$ cat src/rtl/lfsr_fifo_pkg.sv
// lfsr_fifo_pkg: width helpers shared by the LFSR sample FIFO
// fifo_ptr_w(depth): pointer width; fifo_cnt_w(depth): occupancy width (0..depth)
package lfsr_fifo_pkg;
    function automatic int fifo_ptr_w(input int depth);
        return $clog2(depth);
    endfunction
    function automatic int fifo_cnt_w(input int depth);
        return $clog2(depth) + 1;
    endfunction
endpackage

$ cat src/rtl/fifo_regfile.sv
// fifo_regfile: reset-less register array, sync write port, async read port
// clk; we/waddr/wdata write on posedge; raddr -> rdata combinational
module fifo_regfile #(
    parameter int WIDTH = 8,
    parameter int DEPTH = 32,
    parameter int AW    = $clog2(DEPTH)
) (
    input  logic             clk,
    input  logic             we,
    input  logic [AW-1:0]    waddr,
    input  logic [WIDTH-1:0] wdata,
    input  logic [AW-1:0]    raddr,
    output logic [WIDTH-1:0] rdata
);
    logic [WIDTH-1:0] mem [DEPTH];
    always_ff @(posedge clk)
        if (we) mem[waddr] <= wdata;
    assign rdata = mem[raddr];
endmodule

$ cat src/rtl/lfsr_sample_fifo.sv
// lfsr_sample_fifo: FWFT valid/ready FIFO buffering LFSR words, with flush, count and high-water mark
// clk, reset (sync, active-high), flush (sync clear); wr_valid/wr_data/wr_ready push side;
// rd_valid/rd_data/rd_ready pop side; count = occupancy; high_water = max count since reset
module lfsr_sample_fifo
    import lfsr_fifo_pkg::*;
#(
    parameter int FIFO_WIDTH = 8,
    parameter int FIFO_DEPTH = 32
) (
    input  logic                                clk,
    input  logic                                reset,
    input  logic                                flush,
    input  logic                                wr_valid,
    input  logic [FIFO_WIDTH-1:0]               wr_data,
    output logic                                wr_ready,
    output logic                                rd_valid,
    output logic [FIFO_WIDTH-1:0]               rd_data,
    input  logic                                rd_ready,
    output logic [fifo_cnt_w(FIFO_DEPTH)-1:0]   count,
    output logic [fifo_cnt_w(FIFO_DEPTH)-1:0]   high_water
);
    localparam int PW = fifo_ptr_w(FIFO_DEPTH);
    localparam int CW = fifo_cnt_w(FIFO_DEPTH);
    if (FIFO_DEPTH < 2 || (FIFO_DEPTH & (FIFO_DEPTH - 1)) != 0) begin : g_depth_chk
        $error("lfsr_sample_fifo: FIFO_DEPTH must be a power of two >= 2");
    end
    logic [PW-1:0] wr_ptr, rd_ptr;
    logic [CW-1:0] cnt_nxt;
    logic          push, pop;
    // reset also masks the handshakes so upstream never sees a word accepted during reset
    assign wr_ready = count != CW'(FIFO_DEPTH) && !flush && !reset;
    assign rd_valid = count != '0 && !flush && !reset;
    assign push     = wr_valid && wr_ready;
    assign pop      = rd_valid && rd_ready;
    assign cnt_nxt  = flush ? '0 : count + CW'(push) - CW'(pop);
    always_ff @(posedge clk) begin
        if (reset) begin
            wr_ptr     <= '0;
            rd_ptr     <= '0;
            count      <= '0;
            high_water <= '0;
        end else begin
            wr_ptr <= flush ? '0 : wr_ptr + PW'(push);
            rd_ptr <= flush ? '0 : rd_ptr + PW'(pop);
            count  <= cnt_nxt;
            if (cnt_nxt > high_water) high_water <= cnt_nxt;
        end
    end
    fifo_regfile #(.WIDTH(FIFO_WIDTH), .DEPTH(FIFO_DEPTH), .AW(PW)) u_mem (
        .clk   (clk),
        .we    (push),
        .waddr (wr_ptr),
        .wdata (wr_data),
        .raddr (rd_ptr),
        .rdata (rd_data)
    );
endmodule

$ cat config.mk
export PLATFORM = sky130hd
export DESIGN_NAME = lfsr_sample_fifo
export DESIGN_NICKNAME = d
export VERILOG_FILES = /design/src/rtl/lfsr_fifo_pkg.sv /design/src/rtl/fifo_regfile.sv /design/src/rtl/lfsr_sample_fifo.sv
export SDC_FILE = /design/constraint.sdc
export NUM_CORES = 1
export LEC_CHECK = 0
export CAP_MARGIN = 10
export CORE_ASPECT_RATIO = 1.5
export CORE_MARGIN = 4
export CORE_UTILIZATION = 61
export CTS_CLUSTER_DIAMETER = 30
export CTS_CLUSTER_SIZE = 24
export DETAILED_ROUTE_END_ITERATION = 8
export PLACE_DENSITY_LB_ADDON = 0.05
export SLEW_MARGIN = 20
export SYNTH_ARGS = -nofsm -noshare
export SYNTH_HDL_FRONTEND = slang
export SYNTH_SLANG_ARGS = --single-unit
$ cat constraint.sdc
create_clock -name clk -period 6.5 [get_ports clk]
set_input_delay 0.975 -clock clk [delete_from_list [all_inputs] [get_ports clk]]
set_output_delay 0.975 -clock clk [all_outputs]
set_load 0.02 [all_outputs]
== After elaboration in Yosys (flattened, before gate mapping) ==
Memory sizes are Yosys's and may differ from the RTL's. A register that Yosys moved wholly into a read port is not among the register bits.
Index checks and enable logic that the tools add are counted.

* Magnitude comparators: 1
* Multiplexer cells: 4
* Equal/unequal tests: 1
* Add/subtract/negate cells: 4
* Reduce and logical (&&, ||, !) cells: 10

{| class="wikitable"
|+ Operators with widths
! kind !! number
|-
| 5-bit by 1-bit adder with 5-bit output || 2
|-
| 6-bit by 1-bit adder with 6-bit output || 1
|-
| 6-bit > comparator || 1
|-
| 1-bit logical AND || 6
|-
| 6-bit 2-to-1 mux || 1
|-
| 6-bit inequality test, second input constant || 1
|-
| 6-bit nonzero test || 1
|-
| 6-bit by 1-bit subtractor with 6-bit output || 1
|-
| 5-bit 2-to-1 mux || 1
|-
| 1-bit zero test || 2
|-
| 1-bit 2-to-1 mux || 2
|-
| 2-bit OR reduction || 1
|}

* RAM bits: 256
* Flip-flop bits (word level): 22
* Output and inout port bits: 22
* Memories kept: 1
* Input bits: 13

{| class="wikitable"
|+ Memory list
! memory !! depth !! bits a word !! rd ports !! clocked after memory_dff !! write ports !! line !! RTL
|-
| u_mem.mem || 32 || 8 || 1 || 1 || 1 || fifo_regfile.sv:15 || <nowiki>logic [WIDTH-1:0] mem [DEPTH];</nowiki>
|}

== Longest topological paths before layout ==
* Depth in word-level cells: 8
* Gate-level depth with buffers: 18
* Mapped depth without buffers: 18

== Modules after synthesis ==
A second synthesis with hierarchy kept.

* Cells, all modules: 548
* Area total of the unflattened synthesis: 11180.7 µm²

{| class="wikitable"
|+ By module, submodules not included
! module !! area an instance (µm²) !! cells an instance !! times used
|-
| fifo_regfile || 9893.2 || 409 || 1
|-
| lfsr_sample_fifo || 1287.5 || 139 || 1
|}

== Worst setup path before layout ==
Ideal clock, no wire load.

* Path type: input to register
* Start point: input port reset
* End point: register high_water[0]
* Slack: 1.296 ns
* Data arrival time: 5.083 ns
* Cell stages on the path: 18
* Buffers on the path: 2
* Library setup time: 0.121 ns
* Path through: buf_6 -> or2_0 -> buf_2 -> a21oi_1 -> and2_1 -> ha_1 -> inv_1 -> ha_1 -> fa_1 -> and3b_1 -> or4_1 -> nand2_1 -> nor2_1 -> ha_1 -> a21oi_1 -> a21boi_0 -> o31ai_1 -> mux2_2

{| class="wikitable"
|+ RTL lines
! what !! line !! RTL
|-
| start: declaration || lfsr_sample_fifo.sv:11 || <nowiki>input logic reset,</nowiki>
|-
| 1-bit zero test || lfsr_sample_fifo.sv:32 || <nowiki>assign rd_valid = count != '0 && !flush && !reset;</nowiki>
|-
| 1-bit logical AND || lfsr_sample_fifo.sv:32 ||
|-
| via rd_valid || lfsr_sample_fifo.sv:16 || <nowiki>output logic rd_valid,</nowiki>
|-
| 1-bit logical AND || lfsr_sample_fifo.sv:34 || <nowiki>assign pop = rd_valid && rd_ready;</nowiki>
|-
| 6-bit by 1-bit subtractor with 6-bit output || lfsr_sample_fifo.sv:35 || <nowiki>assign cnt_nxt = flush ? '0 : count + CW'(push) - CW'(pop);</nowiki>
|-
| 6-bit 2-to-1 mux || lfsr_sample_fifo.sv:35 ||
|-
| via cnt_nxt[4] || lfsr_sample_fifo.sv:28 || <nowiki>logic [CW-1:0] cnt_nxt;</nowiki>
|-
| 6-bit > comparator || lfsr_sample_fifo.sv:46 || <nowiki>if (cnt_nxt > high_water) high_water <= cnt_nxt;</nowiki>
|-
| end signal: assignment || lfsr_sample_fifo.sv:46 ||
|-
| end: declaration || lfsr_sample_fifo.sv:20 || <nowiki>output logic [fifo_cnt_w(FIFO_DEPTH)-1:0] high_water</nowiki>
|}

The timed path passes the listed nets, and every way through them passes these cells.
A chain may end at the register's enable or synchronous reset.

== Worst setup path after layout ==
* Start point: input port flush
* End point: register high_water[1]

* Longest elaborated chain between the ends: 8

{| class="wikitable"
|+ Ends and longest elaborated chain
! what !! line !! RTL
|-
| start: declaration || lfsr_sample_fifo.sv:12 || <nowiki>input logic flush,</nowiki>
|-
| 1-bit zero test || lfsr_sample_fifo.sv:31, lfsr_sample_fifo.sv:32 ||
|-
| 1-bit logical AND (2 in series) || lfsr_sample_fifo.sv:31 || <nowiki>assign wr_ready = count != CW'(FIFO_DEPTH) && !flush && !reset;</nowiki>
|-
| 1-bit logical AND || lfsr_sample_fifo.sv:33 || <nowiki>assign push = wr_valid && wr_ready;</nowiki>
|-
| 6-bit by 1-bit adder with 6-bit output || lfsr_sample_fifo.sv:35 ||
|-
| 6-bit by 1-bit subtractor with 6-bit output || lfsr_sample_fifo.sv:35 ||
|-
| 6-bit 2-to-1 mux * || lfsr_sample_fifo.sv:35 ||
|-
| via cnt_nxt[4] || lfsr_sample_fifo.sv:28 ||
|-
| 6-bit > comparator * || lfsr_sample_fifo.sv:46 ||
|}

Mark *: on every way through the listed nets, which the timed path passes. The rest lies on a longest branch.

==> results.sh <==
export IMPL_clk_path_buf_depth=3
export IMPL_fin_crit_sh_pct=82.64
export IMPL_diodes=0
export IMPL_dp_cells=840
export IMPL_worstHoldStart="high_water[4]"
export IMPL_setup_viol=0
export IMPL_fillers=1132
export IMPL_async_flop_share_pct=0
export IMPL_rr_worst_depth=19
export IMPL_cts_buffers=35
export IMPL_fmax_ghz=0.1862
export IMPL_viasPerCell=6.254
export IMPL_drive_gt1_share_pct=20.41
export IMPL_ys_ff_latch=278
export IMPL_cp_common_cell="ha_1"
export IMPL_hp_class="flip-flop to flip-flop"
export IMPL_min_period_ns=5.372
export IMPL_area_growth_pct=14.96
export IMPL_critical_path_required_ns=6.87
export IMPL_grt_overflow=0
export IMPL_path_clk_slew_ns=0.05
export IMPL_grt_pass1_vias=6176
export IMPL_synth_cell_types=49
export IMPL_synth_nets=646
export IMPL_r2r_slack_ns=1.68
export IMPL_core_area_um2=18020
export IMPL_ios=35
export IMPL_dpl_hpwl_um=14040
export IMPL_synth_top_area_share_pct=68.59
export IMPL_cts_resized=0
export IMPL_h_tree_depth=2
export IMPL_place_gp_congestion=0.8082
export IMPL_cts_setup_buffers=0
export IMPL_cts_root_buf="clkbuf_16"
export IMPL_powerDensity_nw_per_um2=316.9
export IMPL_core_rowCount=60
export IMPL_portBuffers=34
export IMPL_fin_nets=694
export IMPL_die_height_um=174.0
export IMPL_holdPathStages=2
export IMPL_drc=0
export IMPL_finalNonFillerCells=903
export IMPL_startpoint_type="input pin"
export IMPL_synth_area_leaders="edfxtp_1, mux4_2, dfxtp_1"
export IMPL_hold_ws_ns=0.4942
export IMPL_status="finished clean"
export IMPL_die_x_um=118.7
export IMPL_fin_skew_ns=0.01857
export IMPL_ir_drop_uv=240.8
export IMPL_hold_violations=0
export IMPL_drv_cap=0
export IMPL_rsz0062_at_grt="false"
export IMPL_synth_enable_flop_cells=256
export IMPL_place_ws_ns=0.7531
export IMPL_syn_instance_count=613
export IMPL_finalMaxSlewViolations=0
export IMPL_ant_nets=0
export IMPL_cp_max_fo=13
export IMPL_track_usage_pct=22.08
export IMPL_p_leak_uw=0.004065
export IMPL_rr_startpoint="count[2]"
export IMPL_layout_setup_ws_ns=1.128
export IMPL_timing_rr_end="high_water[1]"
export IMPL_grt_antenna_before_repair=0
export IMPL_cts_sinks=278
export IMPL_tightest_slew_ns=1.110
export IMPL_synth_avg_cell_area_um2=18.28
export IMPL_slowest_delay_ns=0.51
export IMPL_synth_largest_area_cell="edfxtp_1"
export IMPL_dr_pass1_iters=5
export IMPL_endpoint_kind="flip-flop"
export IMPL_hold_path_end="high_water[4]"
export IMPL_clk_latency_ns=0.50
export IMPL_ys_warn_count=0
export IMPL_start_util_pct=62.20
export IMPL_fp_dieArea_um2=20650
export IMPL_grt_pass1_wl_um=34780
export IMPL_worstSetupPathType="input pin to flip-flop"
export IMPL_drt_iter0_drc=412
export IMPL_worstPathArrival_ns=5.74
export IMPL_cts_tree="yes"
export IMPL_slowest_stage="or4_1"
export IMPL_wl_per_cell_um=24.40
export IMPL_slew_headroom_pct=25.70
export IMPL_ys_seq_area_share_pct=72.52
export IMPL_final_setup_tns_ns=0
export IMPL_grt_max_degree=55
export IMPL_routed_wl_um=22030
export IMPL_synth_area_um2=11210
export IMPL_cts_hold_buffers=0
export IMPL_power_total_uw=4083
export IMPL_crit_chain="clkdlybuf4s50_1 -> buf_4 -> or2_0 -> a211oi_4 -> inv_1 -> ha_1 -> inv_1 -> ha_1 -> fa_1 -> and3b_1 -> or4_1 -> nand2_1 -> nor2_1 -> ha_1 -> a21oi_1 -> a21boi_0 -> o31ai_1 -> buf_4 -> mux2_2"
export IMPL_vias=5647
export IMPL_synth_top_flop_cell="edfxtp_1"
-- cells in the final DEF (no fill, tap or decap), drive strengths merged, types with 9 or more instances in the layout --
master / instances
a21oi: 14
edfxtp: 256
ha: 19
nor2: 51
buf: 15
clkdlybuf4s50: 27
inv: 28
o221ai: 9
clkbuf: 39
dfxtp: 22
mux2i: 31
mux4: 50
a211oi: 16
-- through the flow --
| step | utilization, % | cell area (um^2) |
|---|---|---|
| 2_1_floorplan | - | 11210 |
| 3_3_place_gp | 65.01 | 11710 |
| 3_5_place_dp | 65.01 | 11710 |
| 4_1_cts | 71.59 | 12900 |
| 5_1_grt | 71.51 | 12880 |
| 6_report | 71.51 | 12880 |
-- state kept, by name, indices dropped and copies added, names as in the netlist --
name and flops:
rd_ptr 5, wr_ptr 5, count 6, u_mem.mem 256
high_water 6
-- cell usage after synthesis, types with 8 or more instances --
cell / count
nor2_1: 44
buf_4: 9
clkbuf_1: 15
edfxtp_1: 256
o221ai_1: 9
nand2_1: 8
mux2i_1: 31
dfxtp_1: 22
mux4_2: 50
ha_1: 19
nand3_1: 8
a22oi_1: 8
a211oi_1: 15
a21oi_1: 14
inv_1: 19
-- cell type report --
| type | instances | area (um^2) | share of cell area, % |
|---|---|---|---|
| Multi-Input combinational cell | 285 | 2844 | 22.07 |
| Timing Repair Buffer | 42 | 377.9 | 2.933 |
| Inverter | 19 | 71.32 | 0.5536 |
| Sequential cell | 278 | 8133 | 63.13 |
| Clock inverter | 23 | 252.7 | 1.962 |
| Clock buffer | 39 | 933.4 | 7.245 |
| Tap cell | 217 | 271.5 | 2.107 |
-- worst max-delay path by stage --
stage          slack, ns  startpoint            end
5_1_grt             0.83       flush  high_water[1]
2_1_floorplan       1.30       reset  high_water[0]
3_5_place_dp        0.75       flush  high_water[1]
4_1_cts             1.17       flush  high_water[1]
3_3_place_gp        0.89       flush  high_water[1]
6_report            1.13       flush  high_water[1]
-- metal layers --
metal / vias up / routed length, um / track usage, %
met4: 0 / 646 / 7.927
met1: 2882 / 8615 / 27.61
li1: 2565 / - / -
met2: 159 / 11770 / 38.93
met3: 41 / 1002 / 3.743
met5: - / 0 / 0
-- kinds of logic (layout without fill, tap and decap cells) --
group	Yosys count	after routing	share of synthesized area [%]
fa+ha+maj	20	20	2.300
xor+xnor	7	7	0.5471
flops	278	278	72.52
simple gates	105	105	4.834
mux	85	85	13.22
buf+inv	50	123	2.099
compound gates	68	68	4.477
-- where the power goes --
| part | leakage, uW | switching, uW | internal (uW) | total [uW] |
|---|---|---|---|---|
| combinational | 0.00101 | 110 | 74.4 | 184 |
| sequential | 0.00248 | 5.90 | 1960 | 1960 |
| clock | 0.000571 | 755 | 1180 | 1940 |
-- critical path: cells and delay by family --
kind / cells / cell delay [ns]
simple gates: 5 / 1.28
fa+ha+maj: 4 / 1.23
compound gates: 4 / 1.01
buf+inv: 5 / 0.90
mux: 1 / 0.34
(Power assumes the default switching activity.)
